$ cat config.mk
export PLATFORM = sky130hd
export DESIGN_NAME = register_file_param_flat
export DESIGN_NICKNAME = d
export VERILOG_FILES = /design/src/rtl/regfile_pkg.sv /design/src/rtl/register_file_param_if.sv /design/src/rtl/regfile_clear_seq.sv /design/src/rtl/register_file_param.sv /design/src/flat_wrapper.sv
export SDC_FILE = /design/constraint.sdc
export NUM_CORES = 1
export LEC_CHECK = 0
export ABC_CLOCK_PERIOD_IN_PS = 2200
export BUFFER_PORTS_ARGS = -buffer_cell sky130_fd_sc_hd__clkbuf_2
export CELL_PAD_IN_SITES_DETAIL_PLACEMENT = 0
export CELL_PAD_IN_SITES_GLOBAL_PLACEMENT = 1
export CORE_UTILIZATION = 35
export CTS_BUF_LIST = sky130_fd_sc_hd__clkbuf_8
export DETAILED_ROUTE_END_ITERATION = 6
export GPL_TIMING_DRIVEN = 0
export PLACE_DENSITY = 0.68
export SETUP_SLACK_MARGIN = 0.4
export SYNTH_ARGS = -nofsm -noshare
export SYNTH_HDL_FRONTEND = slang
export SYNTH_SLANG_ARGS = --single-unit
$ cat constraint.sdc
create_clock -name CLK -period 2.2 [get_ports CLK]
set_input_delay 0.22 -clock CLK [delete_from_list [all_inputs] [get_ports CLK]]
set_output_delay 0.22 -clock CLK [all_outputs]
set_load 0.01 [all_outputs]
$ cat src/rtl/regfile_pkg.sv
// Shared types and default widths for the parametrised register file.
package regfile_pkg;

  typedef enum logic [0:0] {
    RF_IDLE  = 1'b0,
    RF_CLEAR = 1'b1
  } rf_state_t;

  localparam int RF_DATA_W = 16;
  localparam int RF_ADDR_W = 4;

endpackage

$ cat src/rtl/register_file_param_if.sv
// Datapath-side bundle of the register file: decode/writeback drive, register file answers.
interface register_file_param_if import regfile_pkg::*; #(
  parameter int DATA_W = RF_DATA_W,
  parameter int ADDR_W = RF_ADDR_W
);

  logic              clear;
  logic              writeEnable;
  logic [ADDR_W-1:0] writeReg;
  logic [DATA_W-1:0] writeData;
  logic [ADDR_W-1:0] read1;
  logic [ADDR_W-1:0] read2;
  logic [DATA_W-1:0] regOutA;
  logic [DATA_W-1:0] regOutB;
  logic              busy;

  modport master (
    output clear, writeEnable, writeReg, writeData, read1, read2,
    input  regOutA, regOutB, busy
  );

  modport slave (
    input  clear, writeEnable, writeReg, writeData, read1, read2,
    output regOutA, regOutB, busy
  );

endinterface

$ cat src/rtl/regfile_clear_seq.sv
// Clear sequencer: walks every address once writing zero, after reset or a clear request.
//   state    | meaning
//   RF_IDLE  | normal operation, user writes allowed, clear sampled
//   RF_CLEAR | zeroing mem[cnt] each edge, busy high, clear/writes ignored
module regfile_clear_seq import regfile_pkg::*; #(
  parameter int ADDR_W = RF_ADDR_W
) (
  input  logic              CLK,
  input  logic              reset,
  input  logic              clear,
  output logic              busy,
  output logic              clr_we,
  output logic [ADDR_W-1:0] clr_addr
);

  rf_state_t         state;
  logic [ADDR_W-1:0] cnt;

  always_ff @(posedge CLK) begin
    if (reset) begin
      state <= RF_CLEAR;
      cnt   <= '0;
      busy  <= 1'b1;
    end else begin
      case (state)
        RF_IDLE: begin
          if (clear) begin
            state <= RF_CLEAR;
            cnt   <= '0;
            busy  <= 1'b1;
          end
        end
        RF_CLEAR: begin
          cnt <= cnt + 1'b1;
          // last location is written on this edge; the counter wrap is never seen
          if (cnt == '1) begin
            state <= RF_IDLE;
            busy  <= 1'b0;
          end
        end
        default: begin
          state <= RF_IDLE;
          busy  <= 1'b0;
        end
      endcase
    end
  end

  assign clr_we   = busy;
  assign clr_addr = cnt;

endmodule

$ cat src/rtl/register_file_param.sv
// Parametrised two-read/one-write register file with optional zero register,
// optional write-to-read bypass and a sequenced clear engine.
module register_file_param import regfile_pkg::*; #(
  parameter int DATA_W   = RF_DATA_W,
  parameter int ADDR_W   = RF_ADDR_W,
  parameter int ZERO_REG = 1,
  parameter int BYPASS   = 1
) (
  input  logic                 CLK,
  input  logic                 reset,
  register_file_param_if.slave rf
);

  localparam int DEPTH = 2 ** ADDR_W;

  logic [DATA_W-1:0] mem [DEPTH];

  logic              busy;
  logic              clrWe;
  logic [ADDR_W-1:0] clrAddr;

  logic              memWe;
  logic [ADDR_W-1:0] memAddr;
  logic [DATA_W-1:0] memData;
  logic              userWrite;
  logic              zeroDrop;

  regfile_clear_seq #(
    .ADDR_W (ADDR_W)
  ) u_clearSeq (
    .CLK      (CLK),
    .reset    (reset),
    .clear    (rf.clear),
    .busy     (busy),
    .clr_we   (clrWe),
    .clr_addr (clrAddr)
  );

  assign rf.busy = busy;

  // Reset and a clear request both win over a same-cycle user write.
  assign zeroDrop  = (ZERO_REG != 0) && (rf.writeReg == '0);
  assign userWrite = rf.writeEnable && !rf.clear && !reset && !zeroDrop;

  always_comb begin
    memWe   = 1'b0;
    memAddr = '0;
    memData = '0;
    if (clrWe) begin
      memWe   = 1'b1;
      memAddr = clrAddr;
    end else if (userWrite) begin
      memWe   = 1'b1;
      memAddr = rf.writeReg;
      memData = rf.writeData;
    end
  end

  always_ff @(posedge CLK) begin
    if (memWe) begin
      mem[memAddr] <= memData;
    end
  end

  always_comb begin
    rf.regOutA = mem[rf.read1];
    if (busy) begin
      rf.regOutA = '0;
    end else if ((ZERO_REG != 0) && (rf.read1 == '0)) begin
      rf.regOutA = '0;
    end else if ((BYPASS != 0) && rf.writeEnable && (rf.writeReg == rf.read1)) begin
      rf.regOutA = rf.writeData;
    end
  end

  always_comb begin
    rf.regOutB = mem[rf.read2];
    if (busy) begin
      rf.regOutB = '0;
    end else if ((ZERO_REG != 0) && (rf.read2 == '0)) begin
      rf.regOutB = '0;
    end else if ((BYPASS != 0) && rf.writeEnable && (rf.writeReg == rf.read2)) begin
      rf.regOutB = rf.writeData;
    end
  end

endmodule

$ cat src/flat_wrapper.sv
// flat-port wrapper written by rule: the top's interface ports become plain ports
module register_file_param_flat import regfile_pkg::*;
#(
  parameter int DATA_W   = RF_DATA_W,
  parameter int ADDR_W   = RF_ADDR_W,
  parameter int ZERO_REG = 1,
  parameter int BYPASS   = 1
)
  (CLK, reset, rf_clear, rf_writeEnable, rf_writeReg, rf_writeData, rf_read1, rf_read2, rf_regOutA, rf_regOutB, rf_busy);
  register_file_param_if #(.DATA_W(DATA_W), .ADDR_W(ADDR_W)) rf_i ();
  input  logic CLK;
  input  logic reset;
  input wire logic [$bits(rf_i.clear)-1:0] rf_clear;
  input wire logic [$bits(rf_i.writeEnable)-1:0] rf_writeEnable;
  input wire logic [$bits(rf_i.writeReg)-1:0] rf_writeReg;
  input wire logic [$bits(rf_i.writeData)-1:0] rf_writeData;
  input wire logic [$bits(rf_i.read1)-1:0] rf_read1;
  input wire logic [$bits(rf_i.read2)-1:0] rf_read2;
  output wire logic [$bits(rf_i.regOutA)-1:0] rf_regOutA;
  output wire logic [$bits(rf_i.regOutB)-1:0] rf_regOutB;
  output wire logic [$bits(rf_i.busy)-1:0] rf_busy;
  assign rf_i.clear = rf_clear;
  assign rf_i.writeEnable = rf_writeEnable;
  assign rf_i.writeReg = rf_writeReg;
  assign rf_i.writeData = rf_writeData;
  assign rf_i.read1 = rf_read1;
  assign rf_i.read2 = rf_read2;
  assign rf_regOutA = rf_i.regOutA;
  assign rf_regOutB = rf_i.regOutB;
  assign rf_busy = rf_i.busy;
  register_file_param #(.DATA_W(DATA_W), .ADDR_W(ADDR_W), .ZERO_REG(ZERO_REG), .BYPASS(BYPASS)) u_core (.CLK(CLK), .reset(reset), .rf(rf_i));
endmodule
# == Yosys cells after proc, flatten, opt, wreduce, memory -nomap -nowiden ==
# Memory sizes are Yosys's and may differ from the RTL's.
# Index checks and enable logic that the tools add are counted.
# word_totals
mem_bits_rw,256
out_inout_bits,33
ff_bits,6
memories,1
input_bits,32
word_cells,45
# classes
add_sub_neg,1
n_bitwise,1
n_reduce_logical,12
eq_ne,5
n_mux,22
# mem_list
name,depth,word_bits,rd,rd_ports_with_merged_regs,wr,line_no,rtl
u_core.mem,16,16,2,0,1,register_file_param.sv:16,logic [DATA_W-1:0] mem [DEPTH];
# ops
cell,count
2-to-1 mux 16 bit,8
zero test 4 bit,3
2-to-1 mux 4 bit,3
== test 4 bit,2
2-to-1 mux 1 bit,8
case mux 4 bit (2 select lines),1
logical AND 1 bit,5
"adder 4 x 1 -> 4 bit, second input constant",1
"== test 4 bit, second input constant",1
case mux 1 bit (2 select lines),2
zero test 1 bit,3
"inequality test 2 x 1 -> 1 bit, second input constant",1
"inequality test 2 bit, second input constant",1
AND reduction 2 bit,1
inverter 1 bit,1

# == Depth between registers and ports, before layout ==
# Gate-level depths: netlist of the first run.
# depth
word_depth,8
mapped_depth,7
mapped_depth_nobuf,4

# == Modules after synthesis ==
# A second synthesis of the first run with hierarchy kept.
# unflattened
hier_cells,700
hier_area_um2,12897.4
# by_module_without_submodules
mod,area_per_inst_um2,instances,cells_per_inst,seq_area_each_um2
register_file_param,12630.9,1,669,7687.4
regfile_clear_seq,266.5,1,31,120.1

# == Least setup slack after synthesis of the first run ==
# Ideal clock, no wire load.
# synth_timing
kind,in2reg
start,input reset
end,"memory u_core.mem[13][0] (netlist name), enable pin"
t_arrival_ns,1.913
setup_slack_ns,-0.101
required_ns,1.812
stages,5
path_buffers,1
setup_ns,0.388
path_cell_list,clkbuf_1 nor3b_2 a31oi_1 or2_1 nor2_1
# synth_between
elab_chain_cells,7
word_cells_on_any_way,9
classes_between,mux: 6; reduce/logical: 3
# synth_lines
element,line_no,rtl
"start, declared",flat_wrapper.sv:12,input logic reset;
zero test 1 bit (*),register_file_param.sv:43,assign userWrite = rf.writeEnable && !rf.clear && !reset && !zeroDrop;
logical AND 1 bit (*) (2 in a row),register_file_param.sv:43,
2-to-1 mux 1 bit,register_file_param.sv:52,end else if (userWrite) begin
2-to-1 mux 1 bit,register_file_param.sv:49,if (clrWe) begin
2-to-1 mux 1 bit,register_file_param.sv:60,if (memWe) begin
2-to-1 mux 1 bit (implied by the code),register_file_param.sv:61,mem[memAddr] <= memData;
"end, declared",register_file_param.sv:16,
# Every way passes the cells marked *; elsewhere a longest branch is shown, timed or not.

==> impl_metrics.ini, run 1 <==
[critical_path]
crit_path_start_kind = flop
worstPathRequired_ns = 1.98
crit_start = u_core.mem[10][3]
timing.rr.start = u_core.u_clearSeq.busy
path_class = flop to output port
worst-path-max-fanout = 2
cp.arrival_ns = 2.27
critPathCaptureType = output port

[floorplanning]
start_util = 0.3586
fp.dieW_um = 193.8
pin_count = 65
dieArea_mm2 = 0.03757
core_mm2 = 0.03591
rows = 69
fp.dieH_um = 193.8

[pwr]
power.leakage_nw = 5.475
power_per_cell_area_mw_per_mm2 = 679.0
max-vdd-ir-drop_mv = 0.3130
p_total_w = 0.01053

[timing]
maxSlewViolCount = 0
max_clock_freq_ghz = 0.4010
period_share = 1.134
skew_ns = 0.02545
setup_slack_ns = -0.2939
fin_crit_ns = 2.494
hold_viol = 0
worst_slew_pin_slew_ns = 0.7602
max-slew-margin-rel = 0.4932
finalSetupViolations = 32
rsz0062_at_grt = true
timing.hold.ws_ns = 0.05931

[placement]
gp_routability_congestion = 0.8609
dp.cells = 1216
placement.io_buffers = 57
dp_hpwl_mm = 23.93
placed_cell_area_mm2 = 0.01399

[yosys]
synthXorXnorAreaFrac = 0.005441
synth_compound_area_frac = 0.05538
ys_async_sr_fraction = 0
syn-mean-instance-area_um2 = 18.45
syn_area_mm2 = 0.01288
synth.distinct_cells = 39
synthAdderAreaFrac = 0.0009715
synthFlopType = edfxtp_1
synth_cells = 698
synth_top_family_by_area = multiplexers
yosys_warnings = 0
ys_seq_area_frac = 0.6062
synth_seq_cells = 262
synth_mux_area_frac = 0.2527
synthSimpleGateAreaFrac = 0.04916
syn_nets = 731
synth_edf_count = 256

[final_layout]
nNetsFinal = 865
syn_to_final_growth_pct = 20.41
drive_above_1_share = 0.4733
design_area_mm2 = 0.01551
diodes = 0
fin_cells = 1323

[drt]
wl_mm = 36.76
drc = 0
final_antenna_net_count = 0
drt_iter0_drc = 800
num_vias = 7685
viasPerCell = 5.809
wl_per_cell_um = 27.79
drtPass1Iterations = 5

[cts]
clkLatencyLatePin_ns = 0.55
path_clk_slew_ns = 0.05
h-tree-depth = 2
cts_tree = done
clockRootBuffer = clkbuf_8
clock-sinks = 262
clock_path_buffers = 3
cts_buffers = 44

[grt]
globalRouteOverflowTotal = 0
antenna_found_initial = 0
grt_pass1_vias = 8268
track_usage = 0.1957
grt_pass1_wl_mm = 53.27
grt_max_degree = 17

[run]
maxCapViolations = 0

[hold_path]
hold_path.class = primary input to flop
holdCritStartpoint = rf_clear

[status]
violations = negative setup slack
status = complete, but fails checks
power breakdown:
part	leakage [nW]	switching, W	internal (W)	total (W)
Clock	0.452	0.00190	0.00201	0.00391
Sequential	2.43	0.0000411	0.00551	0.00555
Combinational	2.59	0.000562	0.000503	0.00106
what timing repair did:
action / in CTS / in global routing
hold buffers: 3 / 0
resized for setup: 59 / 29
buffers inserted: 25 / 1
hold endpoints to repair: 6 / 0
pin swaps: 34 / 11
endpoints found under the setup margin: 512 / 258
cloned: 0 / 2
Yosys cell counts (15+ instances only):
cell type  instances  share of area
edfxtp_1         256           0.60
a211o_1           30          0.020
and2_1            18         0.0087
a32o_1            31          0.024
mux4_2           128           0.22
nand2_1           38          0.011
buf_4             16         0.0093
nor2b_1           32          0.016
mux2i_1           36          0.028
nor2_1            19         0.0055
buf_2             18         0.0070
clkbuf_1          15         0.0044
sequential cells by signal, summed over array words and instances, names as in the netlist:
name and cells:
u_core.u_clearSeq.state 1, u_core.u_clearSeq.clr_addr 4, u_core.u_clearSeq.busy 1, u_core.mem 256
critical path, stage by stage (launching register included):
cell and delay, ns:
edfxtp_1 0.39, mux4_2 0.48, nor2b_1 0.15, a211o_1 0.31
a32o_2 0.27, clkbuf_2 0.13
per-layer routing:
| metal | share of wire | GRT usage |
|---|---|---|
| met5 | 0 | 0 |
| met4 | 0.016 | 0.05115 |
| met1 | 0.42 | 0.2639 |
| met3 | 0.081 | 0.04070 |
| met2 | 0.48 | 0.3229 |
layout by cell type, fill, tap and decap left out, types with 3 or more instances in the layout:
master,synthesis,final
edfxtp_1,256,256
mux4_2,128,128
clkbuf_2,0,60
clkbuf_8,0,45
nand2_1,38,33
a211o_1,30,30
a32o_2,0,30
mux2i_1,36,29
buf_4,16,25
buf_12,4,23
nor2b_1,32,22
inv_1,3,17
nor2_4,0,16
buf_6,2,13
nor2b_4,0,9
clkinv_1,0,9
and2_2,0,7
buf_2,18,7
and2_1,18,7
clkbuf_1,15,6
xor2_1,6,6
mux2i_2,0,6
dfxtp_1,6,5
and2_4,0,4
nand2_2,0,4
clkinv_2,0,4
buf_8,0,3
nor2_1,19,3
a21oi_1,3,3
dlygate4sd3_1,0,3
stage by stage:
stage	setup TNS [ns]	setup slack [ns]	utilization
CTS	-7.876	-0.2994	0.4283
global route	-9.447	-0.3401	0.4318
global placement	-71.68	-0.3914	0.3895
detailed placement	-75.40	-0.3935	0.3895
finish	-7.386	-0.2939	0.4318
floorplan	0	0.3799	-
logic make-up (layout without fill, tap and decap cells):
kind of cell	count (synthesis)	in the layout
AO/OA/AOI/OAI	80	80
XOR/XNOR	8	8
adder cells (fa/ha/maj)	1	1
buffers and inverters	60	224
flip-flops	262	262
multiplexers	165	165
AND/OR/NAND/NOR	122	122
worst paths after layout:
kind                            cells after the start                             to  slack [ns]
worst min-delay path                                4  u_core.u_clearSeq.clr_addr[1]        0.06
worst min register to register                      1  u_core.u_clearSeq.clr_addr[3]        0.51
worst max-delay path                                5                  rf_regOutA[3]       -0.29
worst max register to register                      4               u_core.mem[4][5]        0.40
layout make-up:
type,instances,area (µm²)
Timing Repair Buffer,88,778.2
Fill cell,3141,20410
Sequential cell,262,7811
Clock buffer,45,619.3
Tap cell,461,576.8
Clock inverter,31,156.4
Multi-Input combinational cell,376,5057
Buffer,57,496.7
Inverter,3,11.26
No activity file was read; power rests on OpenSTA's default activity.
==> inputs of run 2 (changes only) <==
CTS_BUF_LIST = sky130_fd_sc_hd__clkbuf_16   (was sky130_fd_sc_hd__clkbuf_8)
==> run 2 against run 1 <==
  * The flow still finishes with violations (negative setup slack)
  * Die area did not move
  * Maximum frequency grew 0.57%
  * Non-clock buffer count fell by 2
  * Clock skew fell by 0.014 ns
  * Setup slack gained 0.014 ns
  * Wire length is 0.14% lower
  * Highest routed layer unchanged
==> impl_metrics.ini, run 2 (synthesis gave the netlist of run 1 again) <==
[status]
status = complete, but fails checks
violations = negative setup slack

[grt]
grt_max_degree = 17
antenna_found_initial = 0
track_usage = 0.1945
globalRouteOverflowTotal = 0
grt_pass1_wl_mm = 52.87
grt_pass1_vias = 8058

[final_layout]
registers.top_by_ff_count = u_core.mem
nNetsFinal = 847
final_common_cell = edfxtp_1
final_cell_mix = edfxtp_1, mux4_2, clkbuf_2, nand2_1
largest_register_ffs = 256
syn_to_final_growth_pct = 22.45
drive_above_1_share = 0.4797
regArea_mm2 = 0.007811
design_area_mm2 = 0.01577
fillers = 3073
multi_input_area_mm2 = 0.005091
postLayoutCoreUtil = 0.4391

[placement]
gp_routability_congestion = 0.8609
placement.io_buffers = 57
dp_hpwl_mm = 23.93
placed_cell_area_mm2 = 0.01399

[floorplanning]
pin_count = 65
core_mm2 = 0.03591
fp.dieW_um = 193.8
fp.dieH_um = 193.8
dieArea_mm2 = 0.03757
rows = 69
start_util = 0.3586

[critical_path]
timing.rr.start = u_core.u_clearSeq.busy
r2r_cells = 4
worstPathRequired_ns = 1.98
critPathCaptureType = output port
r2r-end = u_core.mem[13][12]
path_class = flop to output port
rrSetupSlack_ns = 0.41
crit_start = u_core.mem[0][4]
critPathSlowestCell = mux4_2
path_cells = mux4_2 -> nor2b_1 -> a211o_1 -> a32o_2 -> clkbuf_2
crit_end = rf_regOutA[4]
cp.arrival_ns = 2.26
slowest_delay_ns = 0.45
crit_path_start_kind = flop
worst-path-max-fanout = 2

[timing]
timing.hold.ws_ns = 0.07010
hold_viol = 0
skew_ns = 0.01113
setup_slack_ns = -0.2799
finalSetupTns_ns = -7.315
rsz0062_at_grt = true
max-slew-margin-rel = 0.5264
period_share = 1.127
max_clock_freq_ghz = 0.4032
fin_crit_ns = 2.480
maxSlewViolCount = 0
worst_slew_pin_slew_ns = 0.7104
finalSetupViolations = 32

[cts]
clockRootBuffer = clkbuf_16
clock-sinks = 262
path_clk_slew_ns = 0.06
clkLatencyLatePin_ns = 0.55
h-tree-depth = 1
clock_path_buffers = 3
cts_buffers = 28
cts_tree = done

[drt]
num_vias = 7610
wl_per_cell_um = 28.28
drtPass1Iterations = 5
drt_iter0_drc = 766
viasPerCell = 5.863
wl_mm = 36.71
final_antenna_net_count = 0
drc = 0

[pwr]
p_total_w = 0.01175
power.leakage_nw = 5.523
max-vdd-ir-drop_mv = 0.5922
power_per_cell_area_mw_per_mm2 = 745.1

[hold_path]
hold_path.class = primary input to flop
min_path_cells = 4

[run]
maxCapViolations = 0
## run 2: how the worst min path moves through the flow
| stage | start | endpoint | slack (ns) |
|---|---|---|---|
| after CTS | rf_clear | u_core.u_clearSeq.clr_addr[1] | 0.06 |
| after global routing | rf_clear | u_core.u_clearSeq.clr_addr[1] | 0.08 |
| after detailed placement | u_core.u_clearSeq.clr_addr[3] | u_core.u_clearSeq.clr_addr[3] | 0.50 |
| final | rf_clear | u_core.u_clearSeq.clr_addr[1] | 0.07 |
| after global placement | u_core.u_clearSeq.clr_addr[3] | u_core.u_clearSeq.clr_addr[3] | 0.50 |
| after floorplan | rf_clear | u_core.u_clearSeq.busy | 0.34 |
## run 2: repair_timing
item	4_1_cts	5_1_grt
endpoints found under the setup margin	510	241
setup buffers	23	2
hold buffers	3	0
cloned	0	1
pin swaps	37	12
endpoints found under the hold margin	6	0
gates resized for setup	61	35
## run 2: layout make-up
type | instances | share of cell area
tap | 461 | 0.03658
multi-input combinational | 376 | 0.3228
timing repair buffer | 86 | 0.04959
antenna | 1 | 0.0001587
clock inverter | 23 | 0.01777
sequential | 262 | 0.4953
clock buffer | 29 | 0.04602
buffer | 57 | 0.03102
inverter | 3 | 0.0007141
## run 2: critical path: cells and delay by family, from the launching register on
family / cells / cell delay [ns]
compound gates: 2 / 0.60
mux: 1 / 0.45
simple gates: 1 / 0.14
buf+inv: 1 / 0.15
flops: 1 / 0.38
## run 2: layer usage
metal  up-vias  global-route usage  wire length, µm
met4         0             0.06055              903
li1       3198                   -                -
met2       344              0.3154            17390
met1      4012              0.2646            15680
met3        56             0.03844             2741
met5         -                   0                0
## run 2: through the flow
step | std cells | worst slack [ns]
after floorplan | 698 | 0.3799
after global placement | 1216 | -0.3914
after detailed placement | 1216 | -0.3935
after CTS | 1294 | -0.2965
after global routing | 1297 | -0.3272
final | 1298 | -0.2799
## run 2: where the power goes
part           leakage [nW]  total [W]  switching (W)  internal (W)
sequential             2.43    0.00555      0.0000413       0.00551
combinational          2.58    0.00107       0.000564      0.000505
clock                 0.510    0.00513        0.00194       0.00319
total                  5.52     0.0117        0.00254       0.00921
==> inputs of run 3 (changes only) <==
ABC_CLOCK_PERIOD_IN_PS = 2300   (was 2200)
PLACE_DENSITY = 0.66   (was 0.68)
clock period = 2.3 ns   (was 2.2 ns; I/O delays follow)
==> run 3 against run 2 <==
  * The run still ends with negative setup slack left
  * Critical path depth is the same
  * Critical endpoint is now rf_regOutB[4]
  * Die area did not move
  * Via count decreased by 0.59%
  * Combinational power down 7%
  * Sequential power shrank 4.3%
  * Sequential share of layout area up 0.54 points
  * Utilization shrank 0.48 points
==> impl_metrics.ini, run 3 (synthesis gave the netlist of run 1 again) <==
[cts]
cts_tree = done
clkLatencyLatePin_ns = 0.55
clock-sinks = 262
clockRootBuffer = clkbuf_16
h-tree-depth = 1
path_clk_slew_ns = 0.06
clock_path_buffers = 3
cts_buffers = 29

[critical_path]
path_buf_inv = 1
worst-path-max-fanout = 2
worstPathRequired_ns = 2.07
slowest_delay_ns = 0.48
cp.depth = 5
path_cells = mux4_2 -> nor2b_4 -> a211o_1 -> a32o_2 -> clkbuf_2
path_delay_family = compound AO/OA/AOI/OAI gates
cp.arrival_ns = 2.30
critPathSlowestCell = mux4_2
critPathCaptureType = output port
r2r_cells = 6
path_class = flop to output port
crit_path_start_kind = flop

[floorplanning]
core_mm2 = 0.03591
fp.dieW_um = 193.8
pin_count = 65
rows = 69
dieArea_mm2 = 0.03757
fp.dieH_um = 193.8
start_util = 0.3586

[grt]
globalRouteOverflowTotal = 0
grt_pass1_wl_mm = 52.10
grt_max_degree = 17
track_usage = 0.1901
grt_pass1_vias = 7920
antenna_found_initial = 0

[final_layout]
syn_to_final_growth_pct = 21.10
final_cell_mix = edfxtp_1, mux4_2, clkbuf_2, mux2i_1, nand2_1
largest_register_ffs = 256
multi_input_area_mm2 = 0.005022
nNetsFinal = 843
final_common_cell = edfxtp_1
drive_above_1_share = 0.4610
regArea_mm2 = 0.007809
fillers = 3165
registers.top_by_ff_count = u_core.mem
diodes = 0

[status]
status = complete, but fails checks
violations = negative setup slack

[pwr]
switching_power_w = 0.002423
switching_share = 0.2176
seq_power_share = 0.477
power_per_cell_area_mw_per_mm2 = 713.8
p_total_w = 0.01113
intPower_w = 0.008710
max-vdd-ir-drop_mv = 0.6166
pwr-share-clk = 0.433
power.leakage_nw = 5.449
pwr-share-comb = 0.089

[drt]
final_antenna_net_count = 0
wl_mm = 35.50
wl_per_cell_um = 27.44
drc = 0
drtPass1Iterations = 5
num_vias = 7565
drt_iter0_drc = 737
viasPerCell = 5.846

[timing]
setup_slack_ns = -0.2273
rsz0062_at_grt = true
max_clock_freq_ghz = 0.3957
fin_crit_ns = 2.527
maxSlewViolCount = 0
max-slew-margin-rel = 0.5229
hold_viol = 0
period_share = 1.099
skew_ns = 0.02190
finalSetupViolations = 32
worst_slew_pin_slew_ns = 0.7156

[placement]
gp_routability_congestion = 0.8459
placement.io_buffers = 57
dp_hpwl_mm = 23.94
dp_slack_ns = -0.4359

[run]
maxCapViolations = 0

[hold_path]
min_path_cells = 2
hold_path.class = primary input to flop
[run 3: layer usage]
metal | part of all wire | GRT usage | vias to the layer above
met1 | 0.44 | 0.2713 | 3995
met2 | 0.47 | 0.3066 | 327
met3 | 0.074 | 0.03305 | 58
li1 | - | - | 3185
met4 | 0.019 | 0.03851 | 0
met5 | 0 | 0 | -
[run 3: power groups by stage]
stage	clock network, W	logic, W	registers (W)
after CTS	0.00490	0.000988	0.00531
after detailed placement	0	0.000894	0.00541
after global routing	0.00506	0.00105	0.00532
final	0.00483	0.000995	0.00531
after floorplan	0	0.000621	0.00540
after global placement	0	0.000895	0.00541
[run 3: stage by stage]
stage | setup TNS, ns | instance area [µm²] | util | cells | hold slack (ns)
finish | -4.807 | 15600 | 0.4343 | 1294 | 0.05986
global route | -6.765 | 15600 | 0.4343 | 1294 | 0.06614
CTS | -5.610 | 15500 | 0.4316 | 1294 | 0.04312
detailed placement | -112.52 | 13830 | 0.3850 | 1216 | 0.4959
global placement | -100.02 | 13830 | 0.3850 | 1216 | 0.4846
floorplan | 0 | 12970 | - | 698 | 0.3504
[run 3: area by class of cell]
| cell class | count | share of cell area |
|---|---|---|
| Sequential cell | 262 | 0.5007 |
| Clock buffer | 29 | 0.04653 |
| Tap cell | 461 | 0.03698 |
| Inverter | 3 | 0.0007220 |
| Buffer | 57 | 0.02984 |
| Multi-Input combinational cell | 376 | 0.3220 |
| Clock inverter | 25 | 0.01797 |
| Timing Repair Buffer | 81 | 0.04525 |
[run 3: timing repair]
item	CTS	global route
hold buffers	1	0
hold endpoints to repair	1	0
pin swaps	61	15
endpoints found under the setup margin	448	496
buffers inserted	23	0
gates resized for setup	94	33
[run 3: final timing paths]
check	from	to	slack, ns
min reg2reg	u_core.u_clearSeq.clr_addr[3]	u_core.u_clearSeq.clr_addr[3]	0.50
min	reset	u_core.u_clearSeq.clr_addr[0]	0.06
max reg2reg	u_core.u_clearSeq.busy	u_core.mem[15][13]	0.51
max	u_core.mem[10][4]	rf_regOutB[4]	-0.23
